$ cat src/rtl/riscv_pipe_ctrl.sv
// Pipeline sequencer: per-stage valid bits, halt/run/step advance control,
// load-use bubble insertion, taken-branch flush, PC control and retire counting.

package riscv_pipe_ctrl_pkg;

  typedef enum logic [1:0] {
    MODE_HALT     = 2'b00,
    MODE_RUN      = 2'b01,
    MODE_STEP     = 2'b10,
    MODE_HALT_ALT = 2'b11
  } run_mode_e;

  // What the pipeline does on the coming edge.
  typedef enum logic [1:0] {
    ACT_HOLD,
    ACT_ADVANCE,
    ACT_STALL,
    ACT_FLUSH
  } pipe_act_e;

endpackage

module riscv_pipe_ctrl
  import riscv_pipe_ctrl_pkg::*;
#(
  parameter int STAGES    = 5,
  parameter int REG_ADR_W = 5,
  parameter int CNT_W     = 32
) (
  input  logic                 clk,
  input  logic                 rst,
  input  logic [1:0]           mode,
  input  logic                 step_en,
  input  logic [REG_ADR_W-1:0] id_rs1,
  input  logic [REG_ADR_W-1:0] id_rs2,
  input  logic                 id_uses_rs1,
  input  logic                 id_uses_rs2,
  input  logic [REG_ADR_W-1:0] ex_rd,
  input  logic                 ex_is_load,
  input  logic                 branch_taken,
  output logic [STAGES-1:0]    stage_valid,
  output logic [STAGES-1:0]    stage_adv,
  output logic                 pc_we,
  output logic                 pc_sel_branch,
  output logic                 stall,
  output logic                 flush,
  output logic [CNT_W-1:0]     retire_cnt,
  output logic                 boot_ok
);

  run_mode_e          mode_e;
  pipe_act_e          act;
  logic               step_del;
  logic               step_pulse;
  logic               adv;
  logic               rs1_hit;
  logic               rs2_hit;
  logic               lu;
  logic               fl;
  logic               retire;
  logic [STAGES-1:0]  valid_nxt;

  assign mode_e     = run_mode_e'(mode);
  assign step_pulse = step_del & ~step_en;

  always_comb begin
    case (mode_e)
      MODE_RUN:  adv = 1'b1;
      MODE_STEP: adv = step_pulse;
      default:   adv = 1'b0;
    endcase
  end

  // A load in EX writing x0 never creates a real dependency.
  assign rs1_hit = id_uses_rs1 & (id_rs1 == ex_rd);
  assign rs2_hit = id_uses_rs2 & (id_rs2 == ex_rd);
  assign lu      = stage_valid[2] & ex_is_load & (ex_rd != '0) & stage_valid[1]
                 & (rs1_hit | rs2_hit);
  assign fl      = stage_valid[2] & branch_taken;

  // The flush kills the dependent ID instruction, so it takes priority over the bubble.
  always_comb begin
    act = ACT_HOLD;
    if (!rst && adv) begin
      if (fl)      act = ACT_FLUSH;
      else if (lu) act = ACT_STALL;
      else         act = ACT_ADVANCE;
    end
  end

  // NOTE: every output gets a default before the case so no latch is inferred.
  always_comb begin
    stage_adv     = '0;
    pc_we         = 1'b0;
    pc_sel_branch = 1'b0;
    stall         = 1'b0;
    flush         = 1'b0;
    case (act)
      ACT_ADVANCE: begin
        stage_adv = '1;
        pc_we     = 1'b1;
      end
      ACT_STALL: begin
        stage_adv      = '1;
        stage_adv[1:0] = 2'b00;
        stall          = 1'b1;
      end
      ACT_FLUSH: begin
        stage_adv     = '1;
        pc_we         = 1'b1;
        pc_sel_branch = 1'b1;
        flush         = 1'b1;
      end
      default: ;
    endcase
  end

  // Stages past EX always shift on any advance; only IF/ID/EX differ by action.
  always_comb begin
    valid_nxt = stage_valid;
    if (act != ACT_HOLD) begin
      for (int i = 3; i < STAGES; i++) valid_nxt[i] = stage_valid[i-1];
    end
    case (act)
      ACT_ADVANCE: begin
        valid_nxt[2] = stage_valid[1];
        valid_nxt[1] = stage_valid[0];
        valid_nxt[0] = 1'b1;
      end
      ACT_STALL: begin
        valid_nxt[2] = 1'b0;
      end
      ACT_FLUSH: begin
        valid_nxt[2] = 1'b0;
        valid_nxt[1] = 1'b0;
        valid_nxt[0] = 1'b1;
      end
      default: ;
    endcase
  end

  assign retire = adv & stage_valid[STAGES-1];

  // NOTE: sequential state uses non-blocking assignments so all registers
  // sample pre-edge values regardless of statement order.
  always_ff @(posedge clk) begin
    if (rst) begin
      stage_valid <= '0;
      retire_cnt  <= '0;
      boot_ok     <= 1'b0;
      step_del    <= 1'b0;
    end else begin
      step_del    <= step_en;
      stage_valid <= valid_nxt;
      if (retire) begin
        retire_cnt <= retire_cnt + CNT_W'(1);
        boot_ok    <= 1'b1;
      end
    end
  end

endmodule

$ cat config.mk
export PLATFORM = sky130hd
export DESIGN_NAME = riscv_pipe_ctrl
export DESIGN_NICKNAME = d
export VERILOG_FILES = /design/src/rtl/riscv_pipe_ctrl.sv
export SDC_FILE = /design/constraint.sdc
export NUM_CORES = 1
export LEC_CHECK = 0
export ABC_AREA = 0
export ABC_CLOCK_PERIOD_IN_PS = 3800
export CAP_MARGIN = 5
export CORE_ASPECT_RATIO = 0.9
export CORE_MARGIN = 1.5
export CORE_UTILIZATION = 45
export DETAILED_ROUTE_END_ITERATION = 8
export PLACE_DENSITY = 0.86
export SETUP_SLACK_MARGIN = 0.1
export SLEW_MARGIN = 20
export SYNTH_ARGS = -nofsm -noshare
export SYNTH_HDL_FRONTEND = slang
export SYNTH_SLANG_ARGS = --single-unit
$ cat constraint.sdc
create_clock -name clk -period 3.8 [get_ports clk]
set_input_delay 0.76 -clock clk [delete_from_list [all_inputs] [get_ports clk]]
set_output_delay 0.76 -clock clk [all_outputs]
set_load 0.005 [all_outputs]
==> run summary, run 1 <==
Hold Path Stages: 2
count leader, synth: dfxtp_1
register area share after synthesis: 40.0%
clock latency on the worst-skew pair: 0.29 ns
Finished Layout Cells: 350
Max Slew Vio Count: 0
initial core utilization: 47.3%
CTS root buf: clkbuf_8
Leakage: 0.963 nW
post-synth top area cell: dfxtp_1
Cell Rows: 22
synth unique cells: 38
clock slew at reported path FFs: 0.08 ns
clk sink count: 39
Clock H-tree levels: 2
fin crit share: 93.3%
die height: 65.5 µm
Core Region: 4130 µm²
post-detail-place hpwl: 3460 µm
maximum root-to-sink buffer count: 2
CP arrival: 2.79 ns
RSZ-0062 raised after global routing: no
count of flip-flops with a built-in enable after synthesis: 0
RePlAce Congestion: 0.804
DRC viols: 0
top cells by area, synth: dfxtp_1 40%, xor2_1 8.5%, nor2_1 6.5%
antenna viol nets, final: 0
Peak Freq: 282 MHz
Top delay family on crit path: buffers and inverters
overall power: 0.753 mW
share of layout cells above drive strength 1: 6.29%
WP buf/inv: 2
M1 GR Usage: 25.4%
CP max stage delay: 0.52 ns
leading cell types by count after synthesis: 39 x dfxtp_1, 34 x nor2_1, 20 x nand2_1
setup violators final: 0
Setup TNS Final: 0 ns
initial antenna violation count: 0
Yosys top cell area share: 40.0%
Synth Register Bits: 39
mapped cell area: 1950 µm²
met2 Usage GRT: 35.2%
Critical Path RT: 3.04 ns
via count of the first global-routing pass: 1744
reg-to-reg slack, setup: 1.69 ns
Post-Synthesis Cells: 233
Max FO, Critical Path: 5
skew final: 0.00558 ns
reg2reg end: retire_cnt[27]
GR peak layer: met2
area delta synth->final: 41.5%
Die Width: 72.4 µm
Worst setup EP type: output pin
Final Hold Fails: 0
syn avg cell area: 8.38 µm²
crit-path cells: clkdlybuf4s50_1 -> ha_1 -> nand3b_1 -> a21o_1 -> nor2_2 -> o21a_1 -> clkdlybuf4s50_1
GRT Overall Usage: 20.3%
first-pass GRT wire length: 7760 µm
wire per inst: 13.1 µm
WS Path Type: primary input to output pin
Slew HR: 52.4%
Critical R2R Launch: retire_cnt[3]
die area: 4740 µm²
Iter 0 DRT Violations: 91
number of diodes: 0
FFs w/ async S/R, synth: 0%
Slew @ Worst Pin: 0.709 ns
Placed Cells: 342
hold slack: 0.486 ns
TritonCTS clock tree: done
status: finished, final reports clean
Hold Crit Class: register to register
hold path start: boot_ok
Synth Net Count: 260
drt first pass iters: 4
IO Port Bufs: 70
CTS buffer count: 5
max cap viols: 0
worst-case vdd ir drop: 218 µV
routed vias: 1849
M3 GR Usage: 3.68%
CP Launch Type: primary input
CP most frequent cell: clkdlybuf4s50_1
WHS Endpoint: boot_ok
worst reg-to-reg path cell count: 5
NumNets Final: 328
PD cells: 273 nW/µm²
slowest CP cell: clkdlybuf4s50_1
pin count of the biggest net entering global routing: 39
total wire length: 4590 µm
Synth warnings: 0
Congestion Overflow GR: 0
Synth Flop Type: dfxtp_1
vias per cell: 5.28
minimum clock period: 3.55 ns
io pins: 71
report_power, final:
part           switching [mW]  total (mW)  internal (mW)
clock network           0.149       0.277          0.128
registers             0.00130       0.411          0.410
logic                  0.0268      0.0655         0.0388
total                   0.177       0.753          0.576
worst min-delay path: cells and delay by family, from the launching register on:
family           cells  cell delay [ns]
AND/OR/NAND/NOR      2             0.12
flip-flops           1             0.34
placed cells by master (no fill, tap or decap), types with 3 or more instances in the layout:
| cell | Yosys | routed |
|---|---|---|
| a21oi_1 | 15 | 15 |
| nand4_2 | 3 | 3 |
| or3_1 | 7 | 7 |
| clkdlybuf4s50_1 | 0 | 70 |
| and2_1 | 3 | 3 |
| clkbuf_8 | 0 | 5 |
| buf_4 | 5 | 3 |
| dfxtp_1 | 39 | 39 |
| ha_1 | 3 | 3 |
| nand4_1 | 11 | 11 |
| xnor2_1 | 13 | 13 |
| xor2_1 | 19 | 19 |
| nor2_1 | 34 | 33 |
| nand3_1 | 12 | 12 |
| o21ai_0 | 7 | 7 |
| inv_1 | 6 | 6 |
| nand2_1 | 20 | 20 |
| nor3_1 | 3 | 3 |
| and3_1 | 3 | 3 |
state kept, by name, indices dropped and copies added, names as in the netlist:
name / cells
step_del: 1
retire_cnt: 32
boot_ok: 1
stage_valid: 5
cell families (layout without fill, tap and decap cells):
logic type,after synthesis,in the layout,share of synthesized area [%]
AOI/OAI and AO/OA,32,32,9.74
xor gates and xnor gates,32,32,14.4
adders and majority gates,3,3,1.92
buffers and inverters,18,87,4.42
DFF,39,39,40.0
muxes,2,2,1.03
and+or+nand+nor,107,107,28.5
layout make-up:
cell class | count | area, µm²
timing repair buffer | 73 | 723
inverter | 6 | 22.5
sequential | 39 | 781
fill | 354 | 1370
multi-input combinational | 176 | 1090
tap | 48 | 60.1
clock inverter | 3 | 20.0
clock buffer | 5 | 68.8
worst max-delay path by stage:
stage	from	to	slack, ns	depth (start not counted)
6_report	mode[1]	stage_adv[1]	0.25	7
4_1_cts	mode[1]	stage_adv[1]	0.18	7
5_1_grt	mode[0]	stage_adv[1]	0.12	8
2_1_floorplan	mode[0]	stage_adv[0]	1.15	7
3_3_place_gp	mode[0]	stage_adv[0]	0.30	8
3_5_place_dp	mode[0]	stage_adv[1]	0.18	8
through the flow:
stage | worst slack (ns) | util (%) | instance area (µm²)
6_report | 0.255 | 66.9 | 2760
5_1_grt | 0.123 | 66.9 | 2760
4_1_cts | 0.175 | 66.8 | 2760
3_5_place_dp | 0.176 | 64.7 | 2670
3_3_place_gp | 0.304 | 64.7 | 2670
2_1_floorplan | 1.15 | - | 1950
what timing repair did:
action,in CTS,in global routing
endpoints found under the setup margin,0,3
resized for setup,0,1
setup buffers,0,0
hold buffers,0,0
per-layer routing:
metal | routed length [µm] | up-vias
met1 | 1980 | 843
met3 | 206 | 8
li1 | - | 932
met4 | 78 | 0
met2 | 2320 | 66
met5 | 0 | -
(Power assumes the default switching activity.)
==> run 2, diff against run 1 <==
--- a/config.mk
+++ b/config.mk
@@ -8,3 +8,3 @@
 export ABC_AREA = 0
-export ABC_CLOCK_PERIOD_IN_PS = 3800
+export ABC_CLOCK_PERIOD_IN_PS = 3650
 export CAP_MARGIN = 5
@@ -12,5 +12,5 @@
 export CORE_MARGIN = 1.5
-export CORE_UTILIZATION = 45
+export CORE_UTILIZATION = 44
 export DETAILED_ROUTE_END_ITERATION = 8
-export PLACE_DENSITY = 0.86
+export PLACE_DENSITY = 0.84
 export SETUP_SLACK_MARGIN = 0.1
==> constraint.sdc (replaced) <==
create_clock -name clk -period 3.65 [get_ports clk]
set_input_delay 0.365 -clock clk [delete_from_list [all_inputs] [get_ports clk]]
set_output_delay 0.365 -clock clk [all_outputs]
set_load 0.005 [all_outputs]
==> run summary, run 2 (synthesis gave the netlist of run 1 again) <==
vias per cell: 5.10 (-3.5%)
number of diodes: 0 (unchanged)
max cap viols: 0 (unchanged)
Final Hold Fails: 0 (unchanged)
antenna viol nets, final: 0 (unchanged)
CTS buffer count: 5 (unchanged)
Clock H-tree levels: 2 (unchanged)
io pins: 71 (unchanged)
slowest CP cell: clkdlybuf4s50_1
TritonCTS clock tree: done
most frequent cells in the layout: 70 x clkdlybuf4s50_1, 39 x dfxtp_1, 34 x nor2_1
Placed Cells: 354 (+3.5%)
crit-path cells: clkdlybuf4s50_1 -> inv_1 -> ha_1 -> nand3b_1 -> a21o_1 -> nor2_1 -> o21a_1 -> clkdlybuf4s50_1
Worst setup EP type: output pin
wire per inst: 12.5 µm (-4.5%)
Hold Crit Class: register to register
first-pass GRT wire length: 7390 µm (-4.8%)
die area: 4850 µm² (+2.2%)
worst reg-to-reg path cell count: 5 (unchanged)
max reg flops: 32 (unchanged)
die height: 66.2 µm (+1.1%)
total wire length: 4530 µm (-1.2%)
RSZ-0062 raised after global routing: no
CP max stage delay: 0.51 ns (about the same)
CTS root buf: clkbuf_8
NumNets Final: 328 (unchanged)
Hold-fix buffers, CTS: 0 (unchanged)
Finished Layout Cells: 362 (+3.4%)
PD cells: 327 nW/µm² (+20%)
Core Region: 4160 µm² (+0.67%)
Max FO, Critical Path: 5 (unchanged)
skew final: 0.00894 ns (+0.00335 ns)
drt first pass iters: 4 (unchanged)
area delta synth->final: 44.4%
utilization after layout: 67.8% (+0.91 points)
GRT Overall Usage: 19.7% (-0.57 points)
share of layout cells above drive strength 1: 5.63% (-0.66 points)
clock slew at reported path FFs: 0.07 ns (about the same)
via count of the first global-routing pass: 1672 (-4.1%)
Setup TNS Final: 0 ns (unchanged)
post-cts sizing count: 0 (unchanged)
status: finished, final reports clean
RePlAce Congestion: 0.810 (+0.72%)
Cell Rows: 22 (unchanged)
initial core utilization: 47.0% (-0.31 points)
CP most frequent cell: clkdlybuf4s50_1
Leakage: 0.989 nW (+2.6%)
post-detail-place hpwl: 3310 µm (-4.3%)
Iter 0 DRT Violations: 91 (unchanged)
fin crit share: 77.0%
Top Registers: retire_cnt: 32 flops, stage_valid: 5 flops
maximum root-to-sink buffer count: 2 (unchanged)
clk sink count: 39 (unchanged)
routed vias: 1845 (-0.22%)
minimum clock period: 2.81 ns
pin count of the biggest net entering global routing: 32 (-18%)
Slew HR: 52.4% (about the same)
Congestion Overflow GR: 0 (unchanged)
WS Path Type: primary input to output pin
IO Port Bufs: 70 (unchanged)
commonest non-fill, non-tap cell in the layout: clkdlybuf4s50_1
setup violators final: 0 (unchanged)
Slew @ Worst Pin: 0.709 ns (+0.000203 ns)
Post-CTS Setup Bufs: 0 (unchanged)
CP arrival: 2.44 ns (-0.35 ns)
Critical Path RT: 3.28 ns (+0.24 ns)
register ranked first by flip-flop count: retire_cnt
initial antenna violation count: 0 (unchanged)
DRC viols: 0 (unchanged)
reg-to-reg slack, setup: 1.56 ns (-0.13 ns)
clock latency on the worst-skew pair: 0.30 ns (about the same)
Hold Path Stages: 2 (unchanged)
Max Slew Vio Count: 0 (unchanged)
Die Width: 73.2 µm (+1.1%)
CP Launch Type: primary input
Peak Freq: 356 MHz
worst-case vdd ir drop: 256 µV (+17%)
run 2: changes by cell type in the layout (fill, tap and decap cells not counted):
cell | previous run | this run
nor2_1 | 33 | 34
clkinv_2 | 1 | 0
clkinvlp_4 | 2 | 0
bufinv_16 | 0 | 2
nor2_2 | 1 | 0
clkbuf_1 | 0 | 1
run 2: power by group:
| part | total, mW | internal [mW] | switching [mW] |
|---|---|---|---|
| logic | 0.0675 | 0.0402 | 0.0273 |
| registers | 0.428 | 0.427 | 0.00117 |
| clock network | 0.427 | 0.273 | 0.154 |
| total | 0.922 | 0.740 | 0.182 |
run 2: worst max-delay path: cells and delay by family:
family          cells  cell delay (ns)
compound gates      2             0.48
simple gates        2             0.44
buf+inv             3             1.01
fa+ha+maj           1             0.14
run 2: worst paths after layout:
| check | startpoint | to |
|---|---|---|
| setup / recovery | mode[0] | stage_adv[1] |
| hold / removal | boot_ok | boot_ok |
| setup reg to reg | retire_cnt[3] | retire_cnt[31] |
| hold reg to reg | boot_ok | boot_ok |
run 2: layout make-up:
cell class,instances,area (µm²)
clock buffers,6,72.6
clock inverters,2,60.1
fillers,350,1340
inverters,6,22.5
multi-input cells,176,1080
flip-flops and latches,39,781
well taps,60,75.1
repair buffers,73,723
run 2: per-stage QoR:
stage	setup WS, ns	cell area [µm²]	hold slack (ns)	power, mW
after CTS	0.832	2820	0.481	0.930
after detailed placement	0.842	2690	0.465	0.506
after floorplan	1.50	1950	0.461	0.467
after global routing	0.692	2820	0.501	0.951
after global placement	0.939	2690	0.460	0.504
final	0.841	2820	0.482	0.922
run 2: routing by layer:
layer / global-route usage [%] / up-vias / routed length (µm)
li1: - / 940 / -
met1: 22.6 / 862 / 2010
met2: 35.2 / 34 / 2280
met3: 4.42 / 9 / 160
met4: 7.78 / 0 / 88
met5: 0 / - / 0
